`src/rtl/mmix_wb_queue.sv`:
```
`default_nettype none
// +----------------------------------------------------------------------------+
// | mmix_wb_queue: register-file write-back queue, one regwrite per cycle.     |
// | Optional secondary (special-register) writes under MMIX_WB_SECOND_EN.      |
// | Revision: 1.0                                                              |
// +----------------------------------------------------------------------------+
module mmix_wb_queue #(
  parameter int DEPTH = 4
) (
  input  logic                       clk,
  input  logic                       reset,
  input  logic                       in_valid,
  output logic                       in_ready,
  input  logic [1:0]                 in_enable,
  input  logic [7:0]                 in_addr,
  input  logic [63:0]                in_data,
  input  logic                       in_sec_valid,
  input  logic [7:0]                 in_sec_addr,
  input  logic [63:0]                in_sec_data,
  output logic [1:0]                 regw_enable,
  output logic [7:0]                 regw_addr,
  output logic [63:0]                regw_data,
  output logic [$clog2(DEPTH+1)-1:0] count,
  output logic                       idle
);

  localparam int CW = $clog2(DEPTH + 1);
  localparam int PW = $clog2(DEPTH);
  localparam logic [CW-1:0] FULL = CW'(DEPTH);

  logic [1:0]    en_q   [DEPTH];
  logic [1:0]    en_d   [DEPTH];
  logic [7:0]    addr_q [DEPTH];
  logic [7:0]    addr_d [DEPTH];
  logic [63:0]   data_q [DEPTH];
  logic [63:0]   data_d [DEPTH];
  logic [PW-1:0] wr_ptr_q, wr_ptr_d, rd_ptr_q, rd_ptr_d;
  logic [CW-1:0] count_q, count_d;
  logic [1:0]    regw_enable_q, regw_enable_d;
  logic [7:0]    regw_addr_q, regw_addr_d;
  logic [63:0]   regw_data_q, regw_data_d;
  logic          idle_q, idle_d;
  logic [1:0]    en_n;
  logic          accept, push, pop;

`ifdef MMIX_WB_SECOND_EN
  typedef enum logic [0:0] {ISSUE = 1'b0, SEC = 1'b1} state_t;
  state_t        state_q, state_d;
  logic          sv_q    [DEPTH];
  logic          sv_d    [DEPTH];
  logic [7:0]    saddr_q [DEPTH];
  logic [7:0]    saddr_d [DEPTH];
  logic [63:0]   sdata_q [DEPTH];
  logic [63:0]   sdata_d [DEPTH];
  logic [7:0]    sec_addr_q, sec_addr_d;
  logic [63:0]   sec_data_q, sec_data_d;
`else
  logic          unused_sec;
  assign unused_sec = ^{in_sec_valid, in_sec_addr, in_sec_data};
`endif

  // Depends only on the occupancy register and reset: no same-cycle pop bypass.
  assign in_ready    = (count_q != FULL) && !reset;
  assign count       = count_q;
  assign idle        = idle_q;
  assign regw_enable = regw_enable_q;
  assign regw_addr   = regw_addr_q;
  assign regw_data   = regw_data_q;

  always_comb begin
    en_n          = (in_enable == 2'b11) ? 2'b01 : in_enable;
    accept        = in_valid && in_ready;
    en_d          = en_q;
    addr_d        = addr_q;
    data_d        = data_q;
    wr_ptr_d      = wr_ptr_q;
    rd_ptr_d      = rd_ptr_q;
    regw_enable_d = 2'b00;
    regw_addr_d   = regw_addr_q;
    regw_data_d   = regw_data_q;
`ifdef MMIX_WB_SECOND_EN
    sv_d          = sv_q;
    saddr_d       = saddr_q;
    sdata_d       = sdata_q;
    sec_addr_d    = sec_addr_q;
    sec_data_d    = sec_data_q;
    state_d       = state_q;
    push          = accept && ((en_n != 2'b00) || in_sec_valid);
    pop           = (state_q == ISSUE) && (count_q != '0);
`else
    push          = accept && (en_n != 2'b00);
    pop           = (count_q != '0);
`endif

    if (push) begin
      en_d[wr_ptr_q]    = en_n;
      addr_d[wr_ptr_q]  = in_addr;
      data_d[wr_ptr_q]  = in_data;
`ifdef MMIX_WB_SECOND_EN
      sv_d[wr_ptr_q]    = in_sec_valid;
      saddr_d[wr_ptr_q] = in_sec_addr;
      sdata_d[wr_ptr_q] = in_sec_data;
`endif
      wr_ptr_d          = wr_ptr_q + 1'b1;
    end

    if (pop) begin
      regw_enable_d = en_q[rd_ptr_q];
      regw_addr_d   = addr_q[rd_ptr_q];
      regw_data_d   = data_q[rd_ptr_q];
      rd_ptr_d      = rd_ptr_q + 1'b1;
`ifdef MMIX_WB_SECOND_EN
      // Latch the secondary now: the slot may be refilled before SEC issues it.
      if (sv_q[rd_ptr_q]) begin
        sec_addr_d = saddr_q[rd_ptr_q];
        sec_data_d = sdata_q[rd_ptr_q];
        state_d    = SEC;
      end
`endif
    end

`ifdef MMIX_WB_SECOND_EN
    if (state_q == SEC) begin
      regw_enable_d = 2'b01;
      regw_addr_d   = sec_addr_q;
      regw_data_d   = sec_data_q;
      state_d       = ISSUE;
    end
`endif

    count_d = count_q + CW'(push) - CW'(pop);
`ifdef MMIX_WB_SECOND_EN
    idle_d  = (count_d == '0) && (regw_enable_d == 2'b00) && (state_d == ISSUE);
`else
    idle_d  = (count_d == '0) && (regw_enable_d == 2'b00);
`endif
  end

  always_ff @(posedge clk or posedge reset) begin
    if (reset) begin
      for (int i = 0; i < DEPTH; i++) begin
        en_q[i]    <= '0;
        addr_q[i]  <= '0;
        data_q[i]  <= '0;
`ifdef MMIX_WB_SECOND_EN
        sv_q[i]    <= 1'b0;
        saddr_q[i] <= '0;
        sdata_q[i] <= '0;
`endif
      end
      wr_ptr_q      <= '0;
      rd_ptr_q      <= '0;
      count_q       <= '0;
      regw_enable_q <= 2'b00;
      regw_addr_q   <= '0;
      regw_data_q   <= '0;
      idle_q        <= 1'b1;
`ifdef MMIX_WB_SECOND_EN
      sec_addr_q    <= '0;
      sec_data_q    <= '0;
      state_q       <= ISSUE;
`endif
    end else begin
      en_q          <= en_d;
      addr_q        <= addr_d;
      data_q        <= data_d;
      wr_ptr_q      <= wr_ptr_d;
      rd_ptr_q      <= rd_ptr_d;
      count_q       <= count_d;
      regw_enable_q <= regw_enable_d;
      regw_addr_q   <= regw_addr_d;
      regw_data_q   <= regw_data_d;
      idle_q        <= idle_d;
`ifdef MMIX_WB_SECOND_EN
      sv_q          <= sv_d;
      saddr_q       <= saddr_d;
      sdata_q       <= sdata_d;
      sec_addr_q    <= sec_addr_d;
      sec_data_q    <= sec_data_d;
      state_q       <= state_d;
`endif
    end
  end

endmodule
`default_nettype wire

```
`config.mk`:
```
export PLATFORM = sky130hd
export DESIGN_NAME = mmix_wb_queue
export DESIGN_NICKNAME = d
export VERILOG_FILES = /design/src/rtl/mmix_wb_queue.sv
export SDC_FILE = /design/constraint.sdc
export NUM_CORES = 1
export LEC_CHECK = 0
export ABC_AREA = 1
export BUFFER_PORTS_ARGS = -buffer_cell sky130_fd_sc_hd__buf_4
export CORE_MARGIN = 2
export CORE_UTILIZATION = 63
export DETAILED_ROUTE_END_ITERATION = 8
export GPL_TIMING_DRIVEN = 0
export PLACE_DENSITY_LB_ADDON = 0.12
export SLEW_MARGIN = 5
export SYNTH_ARGS = -nofsm -noshare
export SYNTH_HDL_FRONTEND = slang
export SYNTH_SLANG_ARGS = --single-unit
export TNS_END_PERCENT = 30
```
`constraint.sdc`:
```
create_clock -name clk -period 26.8 [get_ports clk]
set_input_delay 1.34 -clock clk [delete_from_list [all_inputs] [get_ports clk]]
set_output_delay 1.34 -clock clk [all_outputs]
set_load 0.01 [all_outputs]
```
Yosys cells after proc, flatten, opt, wreduce, memory -nomap -nowiden
Index checks and enable logic that the tools add are counted.

operators by class
  add/subtract/negate cells = 4
  magnitude comparators = 3
  equal/unequal tests = 2
  mux-type cells = 20
  bitwise operators = 2
  reduce and logical (&&, ||, !) cells = 10

operator list
  kind                 number
  $bwmux 256           1
  $mux 64              3
  $bmux 64 s2          1
  $demux 64 s2         1
  $bwmux 32            1
  $mux 8               3
  $bmux 8 s2           1
  $demux 8 s2          1
  $mux 2               5
  $bwmux 8             1
  $ge 3x3->1 const B   2
  $not 2->3            2
  $logic_and 1x1->1    5
  $add 2x1->2 const B  2
  $bmux 2 s2           1
  $demux 2 s2          1
  $add 3x1->3          1
  $logic_not 3->1      1
  $lt 3x1->1 const B   1
  $ne 3x3->1 const B   1
  $reduce_bool 3->1    1
  $sub 3x1->3          1
  $eq 2x2->1 const B   1
  $logic_not 2->1      1
  2 further kinds      2

word-level totals
  register bits after elaboration = 378
  output and inout bits = 79

Longest topological paths before layout
  depth in word-level cells = 8
  gate-level depth with buffers = 13

Worst setup path before layout
OpenSTA, ideal clock, no wires.

  path type = input port to flip-flop
  start point = in in_enable[1]
  end point = reg idle_q, in the netlist idle
  library setup time = 0.067 ns
  arrival = 3.144 ns
  slack = 23.589 ns
  cell stages on the path = 13
  path buffers = 2
  cell sequence = o21a_1 > buf_6 > buf_4 > nand2_1 > ha_1 > inv_1 > ha_1 > inv_1 > fa_1 > inv_1 > nor2_1 > nand3_1 > nor2_1

between the ends
  word-level cells in the longest chain between the ends = 8

RTL lines
  what                    RTL line  RTL
  start: declaration      14        input logic [1:0] in_enable,
  $eq 2x2->1              71        en_n = (in_enable == 2'b11) ? 2'b01 : in_enable;
  $mux 2 *                71
  $reduce_bool 2->1 *     91        push = accept && (en_n != 2'b00);
  $logic_and 1x1->1 *     91
  $add 3x1->3 *           131       count_d = count_q + CW'(push) - CW'(pop);
  $sub 3x1->3 *           131
  via count_d[1]          38        logic [CW-1:0] count_q, count_d;
  $logic_not 3->1 *       135       idle_d = (count_d == '0) && (regw_enable_d == 2'b00);
  $logic_and 1x1->1 *     135
  via idle_d              42        logic idle_q, idle_d;
  end signal: assignment  173       idle_q <= idle_d;
  end: declaration        42

The timed path passes the listed nets; every way through them passes the cells marked *.
A chain may end at the register's enable or synchronous reset.

Worst setup path in the final report
  start point = in reset
  end point = out in_ready

between the ends
  word-level cells in the longest chain between the ends = 2

RTL lines
  what                       RTL line  RTL
  start: declaration         11        input logic reset,
  $logic_not 1->1 (no line)  --
  $logic_and 1x1->1          63        assign in_ready = (count_q != FULL) && !reset;
  end: declaration           13        output logic in_ready,

No other way between the ends.

==> reports/results.md <==
- **outcome** finished clean
- **CP Cell Sequence** buf_4 > a21oi_4 > buf_6 > buf_2 > buf_4
- **transition at the pin with the smallest max-transition slack** 1010 ps
- **number of post-CTS setup repair buffers** 0
- **total vias in the final route** 16,876
- **CP startpoint kind** input port
- **cell repeated most along the worst path** sky130_fd_sc_hd__buf_4
- **Core Rows** 61
- **final cycle utilization of the critical path** 14.1%
- **combinational family with the most area after synthesis** simple AND/OR/NAND/NOR gates
- **first drt pass iteration count** 6
- **maxcap violations** 0
- **H-tree depth** 2
- **initial standard-cell utilization of the core** 64.0%
- **RR Startpoint** count[1]$_DFF_PP0_
- **Iteration-0 DRC Markers** 2,155
- **first-pass GRT wire length** 84.7 mm
- **number of placed I/O pins** 229
- **biggest cell delay along the critical path** 290 ps
- **power per cell area** 129 nW/µm²
- **clk_skew** 21.2 ps
- **Final Net Count** 2,535
- **count of buffers from port buffering** 155
- **GPL Wtd Cong** 0.913
- **total half-perimeter wirelength after legalization and detailed placement** 35.5 mm
- **quantity of gates resized following cts** 0
- **TritonCTS Sinks** 378
- **family with the most delay on the worst path** buffers and inverters
- **share of cells above drive strength 1** 14.9%
- **via count of the first global-routing pass** 16,362
- **RSZ-0062 raised after global routing** no
- **mux share of post-synthesis cell area** 0%
- **Hold Crit Class** flip-flop to flip-flop
- **die span in y** 172 µm
- **Ys Warns** 0
- **TritonCTS Buffers** 40
- **combined buffer and inverter count along the critical path** 4
- **startpoint-to-endpoint class of the critical path** input port to output pin
- **worst-case vdd ir drop** 0.0679 mV
- **crit path time final** 3770 ps
- **worst-skew pair later-pin latency** 540 ps
- **DRT antenna net count** 0
- **highest achievable clock rate** 265 MHz
- **XOR/XNOR share of the synthesized area** 0.247%
- **Seq/Total Area, Yosys** 53.4%
- **root cell of the clock tree** sky130_fd_sc_hd__clkbuf_16
- **number of remaining DRC errors** 0
- **clock-pin slew reported for the worst setup and hold paths after clock tree synthesis** 60 ps
- **sum of routed wire length over all layers** 52.8 mm
- **Area growth, synth to finish** 17.3%
- **WP data arrival** 2430 ps
- **Horiz. Die Dim** 172 µm
- **post-synth net total** 2,335
- **floorplan die area** 29,500 µm²
- **complex-gate fraction of the synthesized area** 6.15%
- **final hold viol count** 0
- **Final TNS setup** 0 ps
- **leakage power summed over all cells** 0.0107 µW
- **Data required, critical path** 25,460 ps
- **slowest cell on the critical path** sky130_fd_sc_hd__buf_2
- **synthesized area** 17,700 µm²
- **source of the critical timing path** reset
- **Routed WL per cell** 18.9 µm
- **distinct cell type count of the synthesized netlist** 22
- **maximum number of pins on one net before global-route repair** 128
- **Synth Area per Inst** 8.14 µm²
- **adder and majority cell fraction of the synthesized area** 0.537%
- **via count normalized by instance count** 6.06
- **# setup viols final** 0
- **Synth Instances** 2,178
- **simple logic cell fraction of the synthesized area** 33.0%
- **CTS tree** yes
- **Core Util, Final** 75.0%
- **CP max FO** 10
- **layout filler cell count** 2,120
- **headroom to the max-slew limit** 33.0%
- **core area** 27,700 µm²
- **Max Transition Viols Final** 0
- **initial antenna violation count** 2
- **hold buffer count at CTS** 0
- **total global routing track utilization** 36.5%
- **Clock Tree Buf Depth** 3
- **hold_sp** data_q[175]$_DFFE_PP0P_
- **Seq cells post-synth** 378
- **total congestion overflow** 0
- **Setup crit end kind** output pin
-- Yosys cell counts (all sizes together) --
cell	instances	share of area [%]
a21oi	72	2.1
buf	138	5.0
clkbuf	56	1.2
dfrtp	377	53
dfstp	1	0.15
fa	1	0.11
ha	6	0.42
inv	22	0.47
nand2	619	13
nand3	13	0.37
nand4	296	10
nor2	429	9.1
o21a	1	0.042
o21ai	142	4.0
xnor2	1	0.049
xor2	4	0.20
-- kinds of logic (layout without fill, tap and decap cells) --
family / Yosys count / in the layout
and+or+nand+nor: 1357 / 1357
DFF: 378 / 378
buffers and inverters: 216 / 446
AOI/OAI and AO/OA: 215 / 215
adders and majority gates: 7 / 7
xor gates and xnor gates: 5 / 5
other: 0 / 1
-- layout by cell type, fill, tap and decap left out, types with 41 or more instances in the layout --
cell type	Yosys	layout
sky130_fd_sc_hd__nand2_1	619	619
sky130_fd_sc_hd__nor2_1	429	429
sky130_fd_sc_hd__dfrtp_1	377	377
sky130_fd_sc_hd__nand4_1	296	296
sky130_fd_sc_hd__buf_4	21	176
sky130_fd_sc_hd__o21ai_0	142	142
sky130_fd_sc_hd__buf_2	86	86
sky130_fd_sc_hd__a21oi_1	71	71
sky130_fd_sc_hd__clkbuf_1	54	63
sky130_fd_sc_hd__clkbuf_16	0	41
-- per-stage QoR --
stage	hold slack (ps)	total power (µW)	area, µm²	worst slack [ps]	cells
3_5_place_dp	453	2090	19400	23000	2714
4_1_cts	468	2660	20800	23060	2786
6_report	465	2680	20800	23030	2787
3_3_place_gp	447	2050	19400	10930	2711
2_1_floorplan	437	1690	17700	14960	2178
5_1_grt	483	2860	20800	23020	2786
-- tightest hold or removal path, delay by kind of cell (launching register included) --
family	cells	cell delay, ps
simple gates	2	100
flops	1	340
-- final timing paths --
check | to | cells past startpoint | slack, ps
worst min-delay path | data_q[175]$_DFFE_PP0P_ | 2 | 460
min in group asynchronous | wr_ptr_q[0]$_DFFE_PP0P_ | 2 | 840
worst max-delay path | in_ready | 5 | 23030
max in group asynchronous | data_q[153]$_DFFE_PP0P_ | 4 | 24690
worst min register to register | data_q[175]$_DFFE_PP0P_ | 2 | 460
worst max register to register | idle$_DFF_PP1_ | 12 | 23810
-- metal layers --
| metal | wire, µm | up-vias | GRT usage, % |
|---|---|---|---|
| li1 | - | 7652 | - |
| met1 | 21100 | 8049 | 50.3 |
| met2 | 24600 | 1006 | 57.2 |
| met3 | 5090 | 167 | 6.60 |
| met4 | 1970 | 2 | 15.9 |
| met5 | 13 | - | 0 |
-- cell type report --
type	instances	area (µm²)	area share (%)
Timing Repair Buffer	158	1250	6.00
Multi-Input combinational cell	1584	7080	34.1
Clock buffer	64	1250	6.03
Sequential cell	378	9460	45.5
Inverter	22	90.1	0.434
Clock inverter	8	76.3	0.367
Antenna cell	1	2.50	0.0120
Buffer	194	1100	5.28
Tap cell	378	473	2.28
-- power breakdown --
group | switching, µW | internal [µW]
sequential | 148 | 848
combinational | 732 | 393
clock | 229 | 330
total | 1110 | 1570
-- state kept, by name, summed over array words and instances, names as in the netlist --
register and count:
regw_enable 2, addr_q 32, wr_ptr_q 2, count 3, rd_ptr_q 2, regw_addr 8
data_q 256, regw_data 64, idle 1, en_q 8
Power figures use the tool's default switching activity.
